**config.mk**
```make
export PLATFORM = sky130hd
export DESIGN_NAME = load_store_unit
export DESIGN_NICKNAME = d
export VERILOG_FILES = /design/src/rtl/load_store_unit.sv
export SDC_FILE = /design/constraint.sdc
export NUM_CORES = 1
export LEC_CHECK = 0
export ABC_CLOCK_PERIOD_IN_PS = 2100
export CORE_MARGIN = 5
export CORE_UTILIZATION = 42
export CTS_CLUSTER_SIZE = 25
export DETAILED_ROUTE_END_ITERATION = 10
export PLACE_DENSITY_LB_ADDON = 0.25
export SETUP_SLACK_MARGIN = 0.3
export SYNTH_ARGS = -nofsm -noshare
export SYNTH_HDL_FRONTEND = slang
export SYNTH_SLANG_ARGS = --single-unit
```
**constraint.sdc**
```tcl
create_clock -name clk_i -period 2.1 [get_ports clk_i]
set_clock_uncertainty 0.05 [all_clocks]
set_input_delay 0.42 -clock clk_i [delete_from_list [all_inputs] [get_ports clk_i]]
set_output_delay 0.42 -clock clk_i [all_outputs]
set_load 0.02 [all_outputs]
```
**src/rtl/load_store_unit.sv**
```systemverilog
`default_nettype none
// ============================================================================
// Module   : load_store_unit
// Purpose  : Sequential RV32I/RV64I load/store unit. Computes the effective
//            address, byte enables, store-lane replication and load
//            sign/zero extension, and runs a request/response handshake
//            with a word-wide data memory.
// Revision : 1.0 - initial release
// ----------------------------------------------------------------------------
// Ports:
//   clk_i, rst_n_i           clock (rising edge), async active-low reset
//   req_*                    access request from decode (valid/ready)
//   mem_*                    word-addressed memory request + read response
//   rsp_*                    one-cycle completion / register write-back
//   exc_*                    one-cycle exception (cause, faulting address)
// Configuration macro:
//   LSU_MISALIGN_TRAP_EN     defined: misaligned accesses trap (cause 0/1)
//                            undefined: offset is forced down to alignment
// ============================================================================
module load_store_unit #(
  parameter int XLEN = 32
) (
  input  logic              clk_i,
  input  logic              rst_n_i,
  input  logic              req_valid_i,
  output logic              req_ready_o,
  input  logic              req_we_i,
  input  logic [2:0]        req_funct3_i,
  input  logic [XLEN-1:0]   req_base_i,
  input  logic [XLEN-1:0]   req_offset_i,
  input  logic [XLEN-1:0]   req_wdata_i,
  input  logic [4:0]        req_rd_i,
  output logic              mem_valid_o,
  input  logic              mem_ready_i,
  output logic [XLEN-1:0]   mem_addr_o,
  output logic              mem_we_o,
  output logic [XLEN/8-1:0] mem_be_o,
  output logic [XLEN-1:0]   mem_wdata_o,
  input  logic              mem_rvalid_i,
  input  logic [XLEN-1:0]   mem_rdata_i,
  output logic              rsp_valid_o,
  output logic              rsp_we_o,
  output logic [4:0]        rsp_rd_o,
  output logic [XLEN-1:0]   rsp_data_o,
  output logic              exc_valid_o,
  output logic [1:0]        exc_cause_o,
  output logic [XLEN-1:0]   exc_addr_o
);

  localparam int NB     = XLEN / 8;
  localparam int OFFS_W = $clog2(NB);

  typedef enum logic [2:0] {
    S_IDLE = 3'd0,
    S_REQ  = 3'd1,
    S_WAIT = 3'd2,
    S_RSP  = 3'd3,
    S_EXC  = 3'd4
  } state_t;

  state_t            state_q, state_d;
  logic              we_q, we_d;
  logic [2:0]        funct3_q, funct3_d;
  logic [4:0]        rd_q, rd_d;
  logic [XLEN-1:0]   ea_q, ea_d;
  logic [OFFS_W-1:0] off_q, off_d;
  logic [NB-1:0]     be_q, be_d;
  logic [XLEN-1:0]   wdata_q, wdata_d;
  logic [XLEN-1:0]   ldata_q, ldata_d;
  logic [1:0]        cause_q, cause_d;

  // Request decode (combinational on the req_* inputs)
  logic [XLEN-1:0]   ea_w;
  logic [3:0]        size_w;
  logic [OFFS_W-1:0] off_raw_w, align_mask_w, off_w;
  logic [NB-1:0]     be_base_w, be_w;
  logic [XLEN-1:0]   wrep_w;
  logic              legal_w;
  logic              trap_mis_w;

  always_comb begin
    ea_w         = req_base_i + req_offset_i;
    size_w       = 4'd1 << req_funct3_i[1:0];
    off_raw_w    = ea_w[OFFS_W-1:0];
    align_mask_w = OFFS_W'(size_w - 4'd1);
    for (int i = 0; i < NB; i++) begin
      be_base_w[i] = (i < int'(size_w));
    end

    if (req_we_i) begin
      legal_w = !req_funct3_i[2] && ((req_funct3_i[1:0] != 2'b11) || (XLEN == 64));
    end else begin
      case (req_funct3_i)
        3'b000, 3'b001, 3'b010, 3'b100, 3'b101: legal_w = 1'b1;
        3'b011, 3'b110:                         legal_w = (XLEN == 64);
        default:                                legal_w = 1'b0;
      endcase
    end

`ifdef LSU_MISALIGN_TRAP_EN
    off_w      = off_raw_w;
    trap_mis_w = |(off_raw_w & align_mask_w);
`else
    // Without the trap, clear the low offset bits so the access is aligned
    off_w      = off_raw_w & ~align_mask_w;
    trap_mis_w = 1'b0;
`endif

    be_w = be_base_w << off_w;

    case (req_funct3_i[1:0])
      2'b00:   wrep_w = {NB{req_wdata_i[7:0]}};
      2'b01:   wrep_w = {(NB/2){req_wdata_i[15:0]}};
      2'b10:   wrep_w = {(NB/4){req_wdata_i[31:0]}};
      default: wrep_w = req_wdata_i;
    endcase
  end

  // Load extraction from the returned word, using captured offset/funct3
  logic [XLEN-1:0] rshift_w, lext_w;

  always_comb begin
    rshift_w = mem_rdata_i >> {off_q, 3'b000};
    case (funct3_q)
      3'b000:  lext_w = XLEN'($signed(rshift_w[7:0]));
      3'b001:  lext_w = XLEN'($signed(rshift_w[15:0]));
      3'b010:  lext_w = XLEN'($signed(rshift_w[31:0]));
      3'b100:  lext_w = XLEN'(rshift_w[7:0]);
      3'b101:  lext_w = XLEN'(rshift_w[15:0]);
      3'b110:  lext_w = XLEN'(rshift_w[31:0]);
      default: lext_w = rshift_w;
    endcase
  end

  // Next-state and capture logic
  always_comb begin
    state_d  = state_q;
    we_d     = we_q;
    funct3_d = funct3_q;
    rd_d     = rd_q;
    ea_d     = ea_q;
    off_d    = off_q;
    be_d     = be_q;
    wdata_d  = wdata_q;
    ldata_d  = ldata_q;
    cause_d  = cause_q;

    case (state_q)
      S_IDLE: begin
        if (req_valid_i) begin
          we_d     = req_we_i;
          funct3_d = req_funct3_i;
          rd_d     = req_rd_i;
          ea_d     = ea_w;
          off_d    = off_w;
          be_d     = be_w;
          wdata_d  = wrep_w;
          ldata_d  = '0;
          // Illegal encoding takes priority over misalignment
          if (!legal_w) begin
            cause_d = 2'd2;
            state_d = S_EXC;
          end else if (trap_mis_w) begin
            cause_d = req_we_i ? 2'd1 : 2'd0;
            state_d = S_EXC;
          end else begin
            state_d = S_REQ;
          end
        end
      end
      S_REQ: begin
        if (mem_ready_i) begin
          state_d = we_q ? S_RSP : S_WAIT;
        end
      end
      S_WAIT: begin
        if (mem_rvalid_i) begin
          ldata_d = lext_w;
          state_d = S_RSP;
        end
      end
      S_RSP:   state_d = S_IDLE;
      S_EXC:   state_d = S_IDLE;
      default: state_d = S_IDLE;
    endcase
  end

  always_ff @(posedge clk_i or negedge rst_n_i) begin
    if (!rst_n_i) begin
      state_q  <= S_IDLE;
      we_q     <= 1'b0;
      funct3_q <= 3'b000;
      rd_q     <= 5'd0;
      ea_q     <= '0;
      off_q    <= '0;
      be_q     <= '0;
      wdata_q  <= '0;
      ldata_q  <= '0;
      cause_q  <= 2'd0;
    end else begin
      state_q  <= state_d;
      we_q     <= we_d;
      funct3_q <= funct3_d;
      rd_q     <= rd_d;
      ea_q     <= ea_d;
      off_q    <= off_d;
      be_q     <= be_d;
      wdata_q  <= wdata_d;
      ldata_q  <= ldata_d;
      cause_q  <= cause_d;
    end
  end

  // Outputs are qualified by state so idle channels read as zero
  logic in_req, in_rsp, in_exc;
  assign in_req = (state_q == S_REQ);
  assign in_rsp = (state_q == S_RSP);
  assign in_exc = (state_q == S_EXC);

  assign req_ready_o = (state_q == S_IDLE);
  assign mem_valid_o = in_req;
  assign mem_addr_o  = in_req ? (ea_q >> OFFS_W) : '0;
  assign mem_we_o    = in_req & we_q;
  assign mem_be_o    = in_req ? be_q : '0;
  assign mem_wdata_o = in_req ? wdata_q : '0;
  assign rsp_valid_o = in_rsp;
  assign rsp_we_o    = in_rsp & ~we_q;
  assign rsp_rd_o    = in_rsp ? rd_q : 5'd0;
  assign rsp_data_o  = (in_rsp && !we_q) ? ldata_q : '0;
  assign exc_valid_o = in_exc;
  assign exc_cause_o = in_exc ? cause_q : 2'd0;
  assign exc_addr_o  = in_exc ? ea_q : '0;

endmodule
`default_nettype wire

```
-- Yosys cells after proc, flatten, opt, wreduce, memory -nomap -nowiden
Cells that the tools add are included.
- add/subtract/negate cells: 2
- $lt $le $gt $ge: 4
- equal/unequal tests: 16
- shift-type cells: 3
- multiplexer cells: 20
- bitwise logic cells: 6
- reductions and logical operators: 14
- operator list (operator ; count):
    $mux W32 ; 5
    $pmux W32 S2 ; 2
    $pmux W32 S4 ; 1
    $add A32 B32 Y32 ; 1
    $shr A32 B5 Y32 ; 1
    $mux W30 ; 1
    $eq A3 B3 Y1 const B ; 5
    $mux W3 ; 4
    $eq A3 B1 Y1 const B ; 3
    $eq A3 B2 Y1 const B ; 3
    $logic_not A3 Y1 ; 3
    $pmux W3 S3 ; 1
    $reduce_and A3 Y1 ; 3
    $lt A1 B4 Y1 const A ; 2
    $lt A2 B4 Y1 const A ; 2
    $ne A2 B2 Y1 const B ; 4
    $mux W5 ; 1
    $reduce_or A5 Y1 ; 1
    $mux W4 ; 1
    $shl A1 B2 Y4 const A ; 1
    $shl A4 B2 Y4 ; 1
    $mux W1 ; 3
    $and A1 B1 Y1 ; 2
    $and A2 B2 Y2 ; 1
    other kinds (10) ; 13
- flip-flop bits (word level): 115
- output and inout bits: 145
- logic and storage cells: 75

-- Longest topological paths before layout
Gate-level depths: netlist of run 1.
- depth after elaboration: 7
- mapped depth: 10
- depth with buffers taken out: 8

-- Worst setup path after synthesis of run 1
No wires, ideal clock.
- path type: input -> register
- from: input req_base_i[0]
- to: register ea_q[24]
- library setup time: 69 ps
- arrival: 2455 ps
- required time: 1981 ps
- setup slack: -474 ps
- cell stages on the path: 8
- cells stage by stage: ha_1 -> fa_1 -> a21o_2 -> a221o_1 -> a211oi_4 -> a21oi_2 -> a311o_1 -> nand3_1
- longest elaborated chain between the ends: 1
- ends and longest elaborated chain (element ; RTL line ; text):
    from (decl) ; 29 ; input logic [XLEN-1:0] req_base_i,
    $add A32 B32 Y32 ; 82 ; ea_w = req_base_i + req_offset_i;
    to (signal assigned) ; 194 ; ea_q <= '0;
    to (signal assigned) ; 205 ; ea_q <= ea_d;
    to (decl) ; 65 ; logic [XLEN-1:0] ea_q, ea_d;
No other way between the ends.
A chain may end at the register's enable or synchronous reset.

-- Worst setup path in the final report of run 1
- from: register state_q[1]
- to: output exc_addr_o[29]
- longest elaborated chain between the ends: 2
- ends and longest elaborated chain (element ; RTL line ; text):
    from (decl) ; 61 ; state_t state_q, state_d;
    from (signal assigned) ; 201 ; state_q <= state_d;
    $eq A3 B3 Y1 ; 218 ; assign in_exc = (state_q == S_EXC);
    $mux W32 ; 232 ; assign exc_addr_o = in_exc ? ea_q : '0;
    to (decl) ; 47 ; output logic [XLEN-1:0] exc_addr_o
No other way between the ends.

==> results of run 1 <==
repair_timing:
item | CTS | global route
hold buffers | 1 | 0
setup buffers | 18 | 32
hold endpoints to repair | 29 | 0
endpoints found under the setup margin | 224 | 253
pin swaps | 30 | 118
cloned | 7 | 20
gates resized for setup | 791 | 387
flip-flops by register name, indices dropped and copies added, names as in the netlist:
signal and flops:
rd_q 5, ldata_q 32, cause_q 1, off_q 2
ea_q 32, state_q 3, we_q 1, wdata_q 32
funct3_q 3, be_q 4
power by group through the flow:
| stage | logic, mW | clock network [mW] | registers [mW] |
|---|---|---|---|
| after global placement | 6.77 | 0 | 3.73 |
| after detailed placement | 6.92 | 0 | 3.76 |
| final | 9.94 | 3.39 | 3.86 |
| after floorplan | 4.19 | 0 | 3.47 |
| after CTS | 7.56 | 3.40 | 3.75 |
| after global routing | 10.5 | 3.52 | 3.96 |
per-layer routing:
metal	routed length, um	track usage	part of all wire	vias up
met2	17900	0.455	0.51	458
li1	-	-	-	4415
met5	0	0	0	-
met1	13400	0.320	0.38	4698
met4	1440	0.0897	0.041	0
met3	2370	0.0447	0.067	99
cells in the final DEF (no fill, tap or decap), types with 8 or more instances in the layout:
cell / n
nand3_1: 10
dfrtp_1: 112
inv_1: 10
a22oi_1: 9
buf_6: 166
o21ai_1: 35
ha_4: 27
nand2_1: 171
a211o_1: 10
and2_1: 8
dlymetal6s2s_1: 44
nor2b_1: 9
a21o_1: 14
and3_4: 21
nand4_1: 10
nor2_1: 26
buf_12: 15
buf_8: 8
o21ai_0: 40
clkbuf_16: 32
and3_1: 13
mux2i_1: 29
a22o_1: 16
xor2_1: 9
xnor2_1: 9
a21oi_1: 52
o211ai_1: 9
clkdlybuf4s50_1: 86
and2_4: 100
buf_4: 158
nor2_2: 8
final cells by class:
type | count | area share
flip-flops and latches | 115 | 0.186
well taps | 265 | 0.0214
multi-input cells | 788 | 0.390
clock inverters | 12 | 0.0146
inverters | 11 | 0.00266
clock buffers | 20 | 0.0295
repair buffers | 511 | 0.356
cell families (layout without fill, tap and decap cells):
group	count (synthesis)	in the layout	share of synthesized area
compound gates	269	269	0.217
simple gates	433	433	0.266
xor+xnor	19	19	0.0204
mux	30	30	0.0370
other cells	1	3	0.000460
buf+inv	91	554	0.0522
flops	115	115	0.353
fa+ha+maj	34	34	0.0531
per-stage QoR:
step	TNS [ns]	instances
finish	-19.45	1722
CTS	-14.74	1670
global placement	-44.85	1612
floorplan	-1.97	994
detailed placement	-47.86	1612
global route	-29.42	1722
final timing paths:
path,from,end,slack (ns),cells past startpoint
max,state_q[1],exc_addr_o[29],-0.17,6
min,req_offset_i[0],ea_q[0],0.35,4
max reg2reg,state_q[1],ea_q[25],-0.10,9
min reg2reg,rd_q[4],rd_q[4],0.43,2
max in group asynchronous,rst_n_i,be_q[0],0.91,3
min in group asynchronous,rst_n_i,ea_q[8],0.47,2
worst min-delay path, stage by stage:
cell,delay (ns)
buf_6,0.08
ha_4,0.17
nand2_1,0.06
nand2_1,0.05
==> summary.txt, run 1 <==
Critical path
  • Kind of critical path: register to output pin
  • Most used cell along the critical path: buf_6
  • CP Capture Type: output pin
  • Critical path launch point type: register
  • Delay-heaviest family, CP: buffers and inverters
  • Critical Path Fanout Max: 12
  • Worst EP arrival: 1.80 ns
  • Slowest CP cell: dfrtp_2
  • Worst endpoint required time: 1.63 ns
  • Slowest stage delay, CP: 0.44 ns
  • Number of buffers and inverters on the critical path: 4
  • Worst path cell trace: buf_6 > nor3b_4 > buf_6 > buf_12 > and2_1 > buf_6

Cells and area
  • Design area: 0.0155 mm2
  • Sequential cell area: 0.00288 mm2
  • Share of layout cells above drive strength 1: 0.445
  • N_diodes: 0
  • Footprint of the multi-input gates: 0.00604 mm2
  • Nets@finish: 1620
  • Post-layout util: 0.804
  • Filler cell count: 1169
  • Area Overhead vs Synth: 90.1%

STA
  • Worst slew pin tran: 0.516 ns
  • Setup slack after layout: -0.172 ns
  • Min Clock Period, post-route: 2.27 ns
  • Fmax: 0.440 GHz
  • Hold Slack: 0.353 ns
  • Setup violators final: 180
  • Hold Vio Cnt, Final: 0
  • Unrepaired setup endpoints after global routing: true
  • Slew headroom: 0.656
  • Slew Viols, Final: 0
  • Tcrit/Tclk final: 1.08

Synthesis
  • Synth top area share: 0.353
  • Ys async rst share: 1.00
  • Yosys reg bits: 115
  • Cell accounting for the most synthesized area: dfrtp_1
  • Top FF cell, synth: dfrtp_1
  • Area contributors post-synth: dfrtp_1 35%, and2_1 8.3%, nand2_1 8.0%, ha_1 5.1%, o21ai_0 4.7%
  • Register area share after synthesis: 0.353
  • Syn Inst Count: 992
  • Mean Syn Cell Area: 8.22 um2
  • Synth warn: 0
  • Synth unique cells: 73
  • Leading cell types by count after synthesis: 174 x nand2_1, 115 x dfrtp_1, 108 x and2_1
  • Synthesized cell area: 0.00815 mm2
  • Post-synth EDFFs: 0
  • Most common cell in the netlist: nand2_1

Global route
  • First-pass GRT wire length: 46.4 mm
  • Vias in the first global route: 9089
  • Overflow after GRT: 0
  • Gr usage total: 0.259
  • Largest net degree at the start of global routing: 45
  • Initial antenna violation count: 0

Placement
  • Port Buf Inserts: 283
  • Worst slack, placed: -0.960 ns
  • DP Wirelength: 21.2 mm
  • Gp weighted congestion: 0.903
  • Placed inst area: 0.0124 mm2

Min path
  • Min-delay worst type: input port to register

CTS
  • H-Tree Depth: 4
  • CTS tree: yes
  • Skew-Pair Late Insertion Delay: 0.41 ns
  • Clock slew at reported path FFs: 0.05 ns
  • CTS Buf Count: 17
  • CTS sink count: 115
  • CTS root buf: clkbuf_16
  • Clock buffer depth: 2

Drt
  • Avg WL per Cell: 20.4 um
  • Via count: 9670
  • DR vias/cell: 5.62
  • DRT Wirelength: 35.1 mm
  • DR iter-0 viols: 696
  • Remaining antenna violation count: 0
  • Pre-antenna DRT Iters: 5
  • # DRC: 0

Floorplan
  • Die area: 0.0223 mm2
  • # IOs: 287
  • Cell row count: 51
  • CORE AREA: 0.0193 mm2
  • Starting Density: 0.423
  • Die W: 149 um
  • Die H: 149 um

Outcome
  • Failing checks: negative setup slack
  • Outcome: finished with violations

Power and ir drop
  • Sw Pwr: 6.55 mW
  • Pwr dens: 1110 mW/mm2
  • Logic pwr share: 0.578
  • Clk pwr share: 0.197
  • Peak VDD IR: 0.577 mV
  • Sw Ratio: 0.381
  • Total power draw: 17.2 mW
  • Sequential Power Share: 0.225
  • Power Internal: 10.7 mW
  • LEAKAGE: 7.38 nW

Flow run
  • Maximum Capacitance Violations: 0
(Power assumes the default switching activity.)
==> inputs of run 2 (changes only) <==
--- a/config.mk
+++ b/config.mk
@@ -6,12 +6,12 @@
 export NUM_CORES = 1
 export LEC_CHECK = 0
 export ABC_CLOCK_PERIOD_IN_PS = 2100
-export CORE_MARGIN = 5
 export CORE_UTILIZATION = 42
 export CTS_CLUSTER_SIZE = 25
 export DETAILED_ROUTE_END_ITERATION = 10
 export PLACE_DENSITY_LB_ADDON = 0.25
 export SETUP_SLACK_MARGIN = 0.3
+export SKIP_LAST_GASP = 1
 export SYNTH_ARGS = -nofsm -noshare
 export SYNTH_HDL_FRONTEND = slang
 export SYNTH_SLANG_ARGS = --single-unit
==> summary.txt, run 2 (synthesis results as in run 1) <==
CTS
  • H-Tree Depth: 4 (unchanged)
  • CTS Buf Count: 17 (unchanged)
  • CTS tree: yes
  • CTS sink count: 115 (unchanged)
  • Skew-Pair Late Insertion Delay: 0.41 ns (about the same)
  • Clock slew at reported path FFs: 0.06 ns (about the same)
  • Clock buffer depth: 2 (unchanged)
  • CTS root buf: clkbuf_16

Floorplan
  • Die W: 141 um (-5.4%)
  • Die area: 0.0200 mm2 (-10%)
  • Cell row count: 50 (-2.0%)
  • Starting Density: 0.432 (+0.00846)
  • Die H: 141 um (-5.4%)
  • CORE AREA: 0.0189 mm2 (-2.0%)
  • # IOs: 287 (unchanged)

Critical path
  • R2R depth: 10 (+1)
  • R2r setup slk: -0.04 ns (+0.06 ns)
  • CP Depth: 10 (+4)
  • Delay-heaviest family, CP: buffers and inverters
  • Number of buffers and inverters on the critical path: 8 (+4)
  • Worst EP arrival: 2.01 ns (+0.21 ns)
  • Worst R2R End: ea_q[27]
  • Slowest CP cell: dfrtp_2
  • CP Capture Type: output pin
  • Slowest stage delay, CP: 0.44 ns (about the same)
  • Worst Setup EP: exc_addr_o[4]
  • Worst endpoint required time: 1.63 ns (about the same)
  • Critical Path Fanout Max: 6 (-6)
  • Worst Setup SP: state_q[0]
  • Critical R2R Launch: state_q[1]
  • Critical path launch point type: register
  • Worst path cell trace: buf_6 > nor3b_4 > buf_6 > buf_6 > buf_6 > buf_6 > buf_6 > buf_6 > and2_4 > buf_6
  • Kind of critical path: register to output pin
  • Most used cell along the critical path: buf_6

STA
  • Min Clock Period, post-route: 2.48 ns (+0.205 ns)
  • Slew headroom: 0.615 (-0.0406)
  • Fmax: 0.404 GHz (-8.3%)
  • Setup violators final: 157 (-13%)
  • Unrepaired setup endpoints after global routing: true
  • TNS Setup: -32.26 ns (-12.81 ns)
  • Slew Viols, Final: 0 (unchanged)
  • Setup slack after layout: -0.377 ns (-0.205 ns)
  • Hold Vio Cnt, Final: 0 (unchanged)
  • Worst slew pin tran: 0.577 ns (+0.0608 ns)
  • Tcrit/Tclk final: 1.18 (+0.0974)
  • Hold Slack: 0.349 ns (-0.00385 ns)

Drt
  • DRT Wirelength: 36.0 mm (+2.4%)
  • DR iter-0 viols: 758 (+8.9%)
  • DR vias/cell: 5.73 (+2.0%)
  • Via count: 10092 (+4.4%)
  • Pre-antenna DRT Iters: 9 (+4)
  • Avg WL per Cell: 20.4 um (+0.12%)
  • # DRC: 0 (unchanged)
  • Remaining antenna violation count: 0 (unchanged)

Global route
  • Overflow after GRT: 0 (unchanged)
  • Gr usage total: 0.320 (+0.0617)
  • First-pass GRT wire length: 49.9 mm (+7.7%)
  • Vias in the first global route: 9716 (+6.9%)
  • Largest net degree at the start of global routing: 40 (-11%)
  • Initial antenna violation count: 0 (unchanged)

Placement
  • Port Buf Inserts: 283 (unchanged)
  • Gp weighted congestion: 0.929 (+2.9%)
  • Placed Cells: 1612 (unchanged)
  • DP Wirelength: 20.4 mm (-3.8%)

Cells and area
  • Nets@finish: 1665 (+2.8%)
  • Area Overhead vs Synth: 95.9%
  • N_diodes: 0 (unchanged)
  • Post-layout util: 0.845 (+0.0412)
  • Most common library cell in the layout ignoring fill and taps: buf_6
  • Commonest non-fill, non-tap cells in the layout: 190 x buf_6, 172 x buf_4, 167 x nand2_1
  • Share of layout cells above drive strength 1: 0.470 (+0.0253)
  • Biggest regs: ea_q x32, ldata_q x32, wdata_q x32
  • Finished Layout Cells: 1762 (+2.3%)

Min path
  • Min-delay worst type: input port to register
  • Min-delay src: req_offset_i[0]

Power and ir drop
  • Peak VDD IR: 0.716 mV (+24%)
  • LEAKAGE: 7.43 nW (+0.62%)
  • Pwr dens: 1090 mW/mm2 (-1.6%)

Flow run
  • Maximum Capacitance Violations: 0 (unchanged)

Outcome
  • Failing checks: negative setup slack
  • Outcome: finished with violations
## run 2: changes by cell type in the layout (fill, tap and decap cells not counted), moves of 12 or more
| cell | previous run | this run |
|---|---|---|
| and3_4 | 21 | 33 |
| and2_1 | 8 | 20 |
| dlymetal6s2s_1 | 44 | 19 |
| buf_6 | 166 | 190 |
| buf_4 | 158 | 172 |
| and2_4 | 100 | 87 |
| dlygate4sd2_1 | 4 | 30 |
## run 2: where the power goes
group	total (mW)	internal (mW)	switching (mW)
Combinational	10.6	5.66	4.97
Clock	2.94	1.79	1.15
Sequential	3.88	3.13	0.747
## run 2: routing by layer
layer	GRT usage	share of wire
met1	0.377	0.37
met2	0.573	0.51
met3	0.0503	0.069
met4	0.146	0.051
met5	0	0
## run 2: what timing repair did
| action | 4_1_cts | 5_1_grt |
|---|---|---|
| endpoints found under the hold margin | 34 | 0 |
| buffers inserted | 60 | 32 |
| gates resized for setup | 891 | 362 |
| hold buffers | 1 | 0 |
| pin swaps | 72 | 85 |
| setup endpoints to repair | 227 | 252 |
| gates cloned | 17 | 8 |
## run 2: cell type report
class	instances	area, um2
multi-input combinational	788	6160
timing repair buffer	556	5970
fill	1024	2920
sequential	115	2880
clock buffer	18	439
tap	260	325
clock inverter	14	154
inverter	11	41.3
## run 2: worst min-delay path by stage
stage | to | depth (start not counted) | slack (ns)
after CTS | ea_q[0] | 4 | 0.34
after global placement | ea_q[9] | 1 | 0.39
after floorplan | be_q[0] | 0 | 0.07
after global routing | ea_q[0] | 4 | 0.34
final | ea_q[0] | 4 | 0.35
after detailed placement | ea_q[6] | 1 | 0.39
## run 2: worst reg2reg max path: stages, from the launching register on
cell,delay [ns]
dfrtp_2,0.45
buf_4,0.15
buf_6,0.11
buf_4,0.15
nor4b_4,0.31
buf_12,0.19
buf_4,0.12
buf_6,0.12
and3_1,0.17
o211ai_1,0.12
o211ai_1,0.13
## run 2: stage by stage
| stage | setup slack (ns) | area, um2 | power, mW |
|---|---|---|---|
| after floorplan | -0.309 | 8460 | 7.66 |
| after global placement | -0.932 | 12400 | 10.4 |
| after detailed placement | -0.967 | 12400 | 10.6 |
| after CTS | -0.511 | 14800 | 15.5 |
| after global routing | -0.430 | 16000 | 18.2 |
| final | -0.377 | 16000 | 17.4 |
